<file path="src/rtl/adder_result_accumulator.sv">
// adder_result_accumulator
// Sums batches of COUNT adder results into a wide accumulator and presents
// the total, the beat count and an overflow flag under a valid/ready
// handshake. A flush input closes a non-empty batch early.
module adder_result_accumulator #(
    parameter int SUM_WIDTH = 123,
    parameter int COUNT     = 16,
    parameter int ACC_WIDTH = 127,
    parameter int CNT_WIDTH = 11
) (
    input  logic                 clk,
    input  logic                 reset,
    input  logic                 in_valid,
    input  logic [SUM_WIDTH-1:0] in_sum,
    output logic                 in_ready,
    input  logic                 flush,
    output logic                 out_valid,
    input  logic                 out_ready,
    output logic [ACC_WIDTH-1:0] out_acc,
    output logic [CNT_WIDTH-1:0] out_count,
    output logic                 out_ovf
);

    typedef enum logic {
        ACCUM = 1'b0,
        HOLD  = 1'b1
    } state_t;

    // Zero bits needed to widen in_sum to the ACC_WIDTH+1 add (keeps the carry).
    localparam int PAD = ACC_WIDTH - SUM_WIDTH + 1;
    // Count value before the final beat of a full batch.
    localparam logic [CNT_WIDTH-1:0] CNT_LAST = CNT_WIDTH'(COUNT - 1);

    state_t               state_q, state_d;
    logic [ACC_WIDTH-1:0] acc_q, acc_d;
    logic [CNT_WIDTH-1:0] cnt_q, cnt_d;
    logic                 ovf_q, ovf_d;

    logic                 accept;
    logic                 out_fire;
    logic [ACC_WIDTH:0]   sum_wide;

    assign accept   = in_valid && (state_q == ACCUM);
    assign out_fire = (state_q == HOLD) && out_ready;
    assign sum_wide = {1'b0, acc_q} + {{PAD{1'b0}}, in_sum};

    // State register: synchronous reset returns to an empty ACCUM batch.
    always_ff @(posedge clk) begin
        // NOTE: registers take non-blocking assignments so every flop samples
        // the pre-edge values, independent of block ordering.
        if (reset) begin
            state_q <= ACCUM;
        end else begin
            state_q <= state_d;
        end
    end

    // Datapath registers: accumulator, beat counter and sticky overflow.
    always_ff @(posedge clk) begin
        if (reset) begin
            acc_q <= '0;
            cnt_q <= '0;
            ovf_q <= 1'b0;
        end else begin
            acc_q <= acc_d;
            cnt_q <= cnt_d;
            ovf_q <= ovf_d;
        end
    end

    // Next-state logic: close a batch on the COUNT-th beat or a non-empty flush.
    always_comb begin
        // NOTE: default first so every path assigns state_d and no latch forms.
        state_d = state_q;
        unique case (state_q)
            ACCUM: begin
                if (accept && (cnt_q == CNT_LAST)) begin
                    state_d = HOLD;
                end else if (flush && ((cnt_q != '0) || accept)) begin
                    state_d = HOLD;
                end
            end
            HOLD: begin
                if (out_ready) begin
                    state_d = ACCUM;
                end
            end
            default: state_d = ACCUM;
        endcase
    end

    // Datapath next values: add on accept, clear on the output handshake.
    always_comb begin
        acc_d = acc_q;
        cnt_d = cnt_q;
        ovf_d = ovf_q;
        if (accept) begin
            acc_d = sum_wide[ACC_WIDTH-1:0];
            cnt_d = cnt_q + CNT_WIDTH'(1);
            ovf_d = ovf_q | sum_wide[ACC_WIDTH];
        end else if (out_fire) begin
            acc_d = '0;
            cnt_d = '0;
            ovf_d = 1'b0;
        end
    end

    // Output decode: handshake flags from state only, data straight from registers.
    always_comb begin
        in_ready  = (state_q == ACCUM);
        out_valid = (state_q == HOLD);
        out_acc   = acc_q;
        out_count = cnt_q;
        out_ovf   = ovf_q;
    end

endmodule

</file>
<file path="config.mk">
export PLATFORM = sky130hd
export DESIGN_NAME = adder_result_accumulator
export DESIGN_NICKNAME = d
export VERILOG_FILES = /design/src/rtl/adder_result_accumulator.sv
export SDC_FILE = /design/constraint.sdc
export NUM_CORES = 1
export LEC_CHECK = 0
export BUFFER_PORTS_ARGS = -buffer_cell sky130_fd_sc_hd__buf_2
export CORE_MARGIN = 2
export CORE_UTILIZATION = 58
export CTS_BUF_LIST = sky130_fd_sc_hd__clkbuf_4
export CTS_CLUSTER_SIZE = 28
export DETAILED_ROUTE_END_ITERATION = 16
export PLACE_DENSITY = 0.84
export SETUP_SLACK_MARGIN = 0.02
export SYNTH_ARGS = -nofsm -noshare
export SYNTH_HDL_FRONTEND = slang
export SYNTH_SLANG_ARGS = --single-unit
</file>
<file path="constraint.sdc">
create_clock -name clk -period 4.6 [get_ports clk]
set_input_delay 0.92 -clock clk [delete_from_list [all_inputs] [get_ports clk]]
set_output_delay 0.92 -clock clk [all_outputs]
set_load 0.01 [all_outputs]
</file>
---- After elaboration in Yosys (flattened, before gate mapping) ----
Cells that the tools add are included.
storage, ports and cells
  register bits after elaboration ......... 140
  latch bits .............................. 0
  RAM bits ................................ 0
  bits in read-only memories .............. 0
  bits of input ports ..................... 128
  output and inout bits ................... 141
  word-level logic and storage cells ...... 26
  memories kept ........................... 0
operators by class
  add/subtract/negate cells ............... 2
  $mul .................................... 0
  divide/modulo/power cells ............... 0
  magnitude comparators ................... 0
  equality and inequality tests ........... 1
  shift-type cells ........................ 0
  muxes and demuxes ....................... 10
  bitwise logic cells ..................... 2
  reductions and logical operators ........ 7
operators by type and width
  cell                                                  number
  two-way mux 127 bit                                   2
  adder 127 x 123 -> 128 bit                            1
  two-way mux 11 bit                                    2
  adder 11 x 1 -> 11 bit, second input constant         1
  equality test 11 x 4 -> 1 bit, second input constant  1
  nonzero test 11 bit                                   1
  two-way mux 1 bit                                     5
  logical AND 1 bit                                     4
  case mux 1 bit (2 select lines)                       1
  nonzero test 2 bit                                    1
  logical OR 1 bit                                      1
  inverter 1 bit                                        1
  OR 1 bit                                              1

---- Longest topological paths before layout ----
  depth in word-level cells ............... 7
  mapped depth ............................ 14
  gate-level depth less buffers ........... 14

---- Worst setup path before layout ----
No wires, ideal clock.
  path kind ............................... input -> register
  from .................................... input port in_sum[0]
  to ...................................... register acc_q[126] (netlist: out_acc[126])
  library setup time ...................... 121 ps
  arrival ................................. 3883 ps
  data required time ...................... 4479 ps
  setup slack ............................. 596 ps
  stages .................................. 14
  buffers on the path ..................... 0
  path through ............................ ha_1 fa_1 a21oi_1 nor2b_1 a311oi_1 o21ai_2 nand3_1 a211oi_2 a31oi_2 o31ai_2 a31oi_1 o21ai_1 o21ai_1 mux2_2
on the way
  longest elaborated chain between the ends .. 2
ends and longest elaborated chain
  item                        line  source
  from (decl)                 14    input logic [SUM_WIDTH-1:0] in_sum,
  adder 127 x 123 -> 128 bit  45    assign sum_wide = {1'b0, acc_q} + {{PAD{1'b0}}, in_sum};
  two-way mux 127 bit         97    if (accept) begin
  to (signal assigned)        61    acc_q <= '0;
  to (signal assigned)        65    acc_q <= acc_d;
  to (decl)                   35    logic [ACC_WIDTH-1:0] acc_q, acc_d;
Every way passes these cells.
A chain may end at the register's enable or synchronous reset.

---- Worst setup path after layout ----
  from .................................... input port in_sum[2]
  to ...................................... register acc_q[75] (netlist: out_acc[75])
Same word-level chain as after synthesis.

==> run metrics <==
Filler Cell Count 1967; Core ar. 21800 um^2; final worst slack 0.367 ns; H-tree depth 4; die area 23400 um^2; FF/Latch Area 2800 um^2; crit path cell chain buf_2, ha_1, buf_4, a21oi_1, a211oi_1, o21ai_0, buf_4, o211ai_1, a21oi_1, o31ai_1, a21oi_1, o21ai_2, a21boi_0, o21ai_0, xnor2_1, o21ai_0; 1st-pass router iterations 6; Max Cap Violations 0; Root Driver clkbuf_4; Setup crit end kind register; area grow syn2layout 13.8%; leakage power 6.73 nW; CTS tree done; Async S/R FF share, synth 0%; Avg WL per Cell 19.0 um; initial antenna violation count 5; Top FF cell, synth dfxtp_1; grt total ovfl 0; largest net degree at the start of global routing 72; CTS sink count 140; Vias/cell 6.36; Post-CTS Hold Fix Bufs 0; unrepaired setup endpoints after global routing no; pwr dens 362 nW/um^2; CTS-repair resized insts 0; total power 0.00531 W; Initial Util 59.1%; hold path start out_acc[84]$_SDFFE_PP0P_; crit-path max cell delay 0.64 ns; Fin. Hold Viols 0; CP Launch Type input pin; first-pass GRT wire length 68.5 mm; clock transition at the registers of the reported paths 0.15 ns; Final min period 4.23 ns; commonest non-fill, non-tap cell in the layout buf_2; sequential fraction of the synthesis area 21.7%; I/O pin cnt 269; Final Setup Violations 0; clk_lat worst skew 0.59 ns; vias in the first global route 13449; Post-layout nets 2238; CP Class in2reg; WL final 43.2 mm; HP Class reg2reg; worst-margin pin slew 0.988 ns; Layout Skew 0.0261 ns; Avg Synthesized Cell Area 7.28 um^2; EDFF count, synth 0; drt drc 0; PortBufs 268; area taken by multi-input logic gates 9390 um^2; hpwl dp 34.1 mm; cell count after synthesis 1772; post-synth net total 2026; via count 14485; row count 54; DP Worst Slack -0.144 ns; all-layer global routing usage 35.4%; fin crit share 92.0%; critical path startpoint in_sum[2]; GPL Wtd Cong 1.06; CP arrival 4.70 ns; Synth warnings 0; status completed; Fmax 236 MHz; Max stage delay cell, worst path o31ai_1; DIE WIDTH 153 um; WP data required 5.06 ns; antenna-violating nets left 0; highest-count cells in the layout ignoring fill and taps buf_2, a21oi_1, nand2_1, nor2_1, o21ai_0; CTS max path bufs 2; CTS Buf Count 17; Slew headroom 34.1%; synth unique cells 79; layout cells sized above 1 19.1%; Synth Cell Area 12900 um^2; worst r2r src out_acc[2]$_SDFFE_PP0P_; drt initial violations 1170; Die Height 153 um; Seq cells post-synth 140; CP Max Fanout 4; Post-CTS Setup Bufs 0; Final Max Slew Viols 0; VDD IR max 0.195 mV
critical path, delay by kind of cell:
kind / cells / cell delay, ns
xor+xnor: 1 / 0.16
compound gates: 11 / 2.91
fa+ha+maj: 1 / 0.29
buf+inv: 3 / 0.42
stage by stage:
| step | utilization (%) | area, um^2 | setup TNS, ns | cells | hold slack (ns) |
|---|---|---|---|---|---|
| after floorplan | - | 12900 | 0 | 1772 | 0.478 |
| after global placement | 65.9 | 14400 | -0.144 | 2245 | 0.457 |
| after detailed placement | 65.9 | 14400 | -0.156 | 2245 | 0.469 |
| after CTS | 67.3 | 14700 | 0 | 2277 | 0.490 |
| after global routing | 67.3 | 14700 | 0 | 2278 | 0.507 |
| final | 67.3 | 14700 | 0 | 2279 | 0.487 |
layout make-up:
| cell class | count | share of cell area (%) |
|---|---|---|
| repair buffers | 310 | 11.3 |
| clock buffers | 17 | 0.869 |
| flip-flops and latches | 140 | 19.1 |
| well taps | 280 | 2.39 |
| inverters | 51 | 1.30 |
| diodes | 2 | 0.0341 |
| multi-input cells | 1464 | 63.9 |
| clock inverters | 15 | 1.12 |
sequential cells by signal, indices dropped and copies added, names as in the netlist:
register,flops
out_acc,127
out_count,11
out_ovf,1
out_valid,1
synth_stat cells (11+ instances only):
master      n  share of area, %
a211oi_1   13              0.76
a21o_1     57               3.3
a21oi_1   200               7.8
a22oi_1    55               3.2
a31oi_1    14              0.68
buf_2      17              0.66
clkbuf_1   85               2.5
dfxtp_1   140                22
ha_1      125                12
inv_1      51               1.5
nand2_1   196               5.7
nand2b_1   11              0.53
nand3_1    22              0.85
nand4_1    72               3.5
nor2_1    178               5.2
nor3_1     24              0.93
o211ai_1   13              0.76
o21a_1     12              0.70
o21ai_0   156               6.1
o21bai_1   42               2.4
o31ai_1    11              0.64
or3_1      22               1.1
xnor2_1    74               5.0
xor2_1     41               2.8
where the power goes:
part | total [W] | switching, W | internal, W
clock | 0.000891 | 0.000561 | 0.000330
combinational | 0.00287 | 0.00175 | 0.00112
sequential | 0.00155 | 0.000160 | 0.00139
metal layers:
layer | routed length (um) | global-route usage [%] | vias up
li1 | - | - | 6892
met1 | 17800 | 46.4 | 6696
met2 | 19200 | 55.4 | 774
met3 | 4620 | 9.02 | 119
met4 | 1590 | 14.8 | 4
met5 | 27 | 0 | -
cells by family after synthesis:
logic type,count (synthesis),share of synthesized area [%]
AO/OA/AOI/OAI,651,32.0
AND/OR/NAND/NOR,569,20.2
buffers and inverters,168,5.68
flip-flops,140,21.7
adder cells (fa/ha/maj),126,12.3
XOR/XNOR,115,7.81
multiplexers,3,0.252
worst paths after layout:
path                               to  slack, ns  depth (start not counted)
max          out_acc[75]$_SDFFE_PP0P_       0.37                         16
min          out_acc[84]$_SDFFE_PP0P_       0.49                          2
max reg2reg  out_acc[75]$_SDFFE_PP0P_       0.44                         15
min reg2reg  out_acc[84]$_SDFFE_PP0P_       0.49                          2
(Power assumes the default switching activity.)
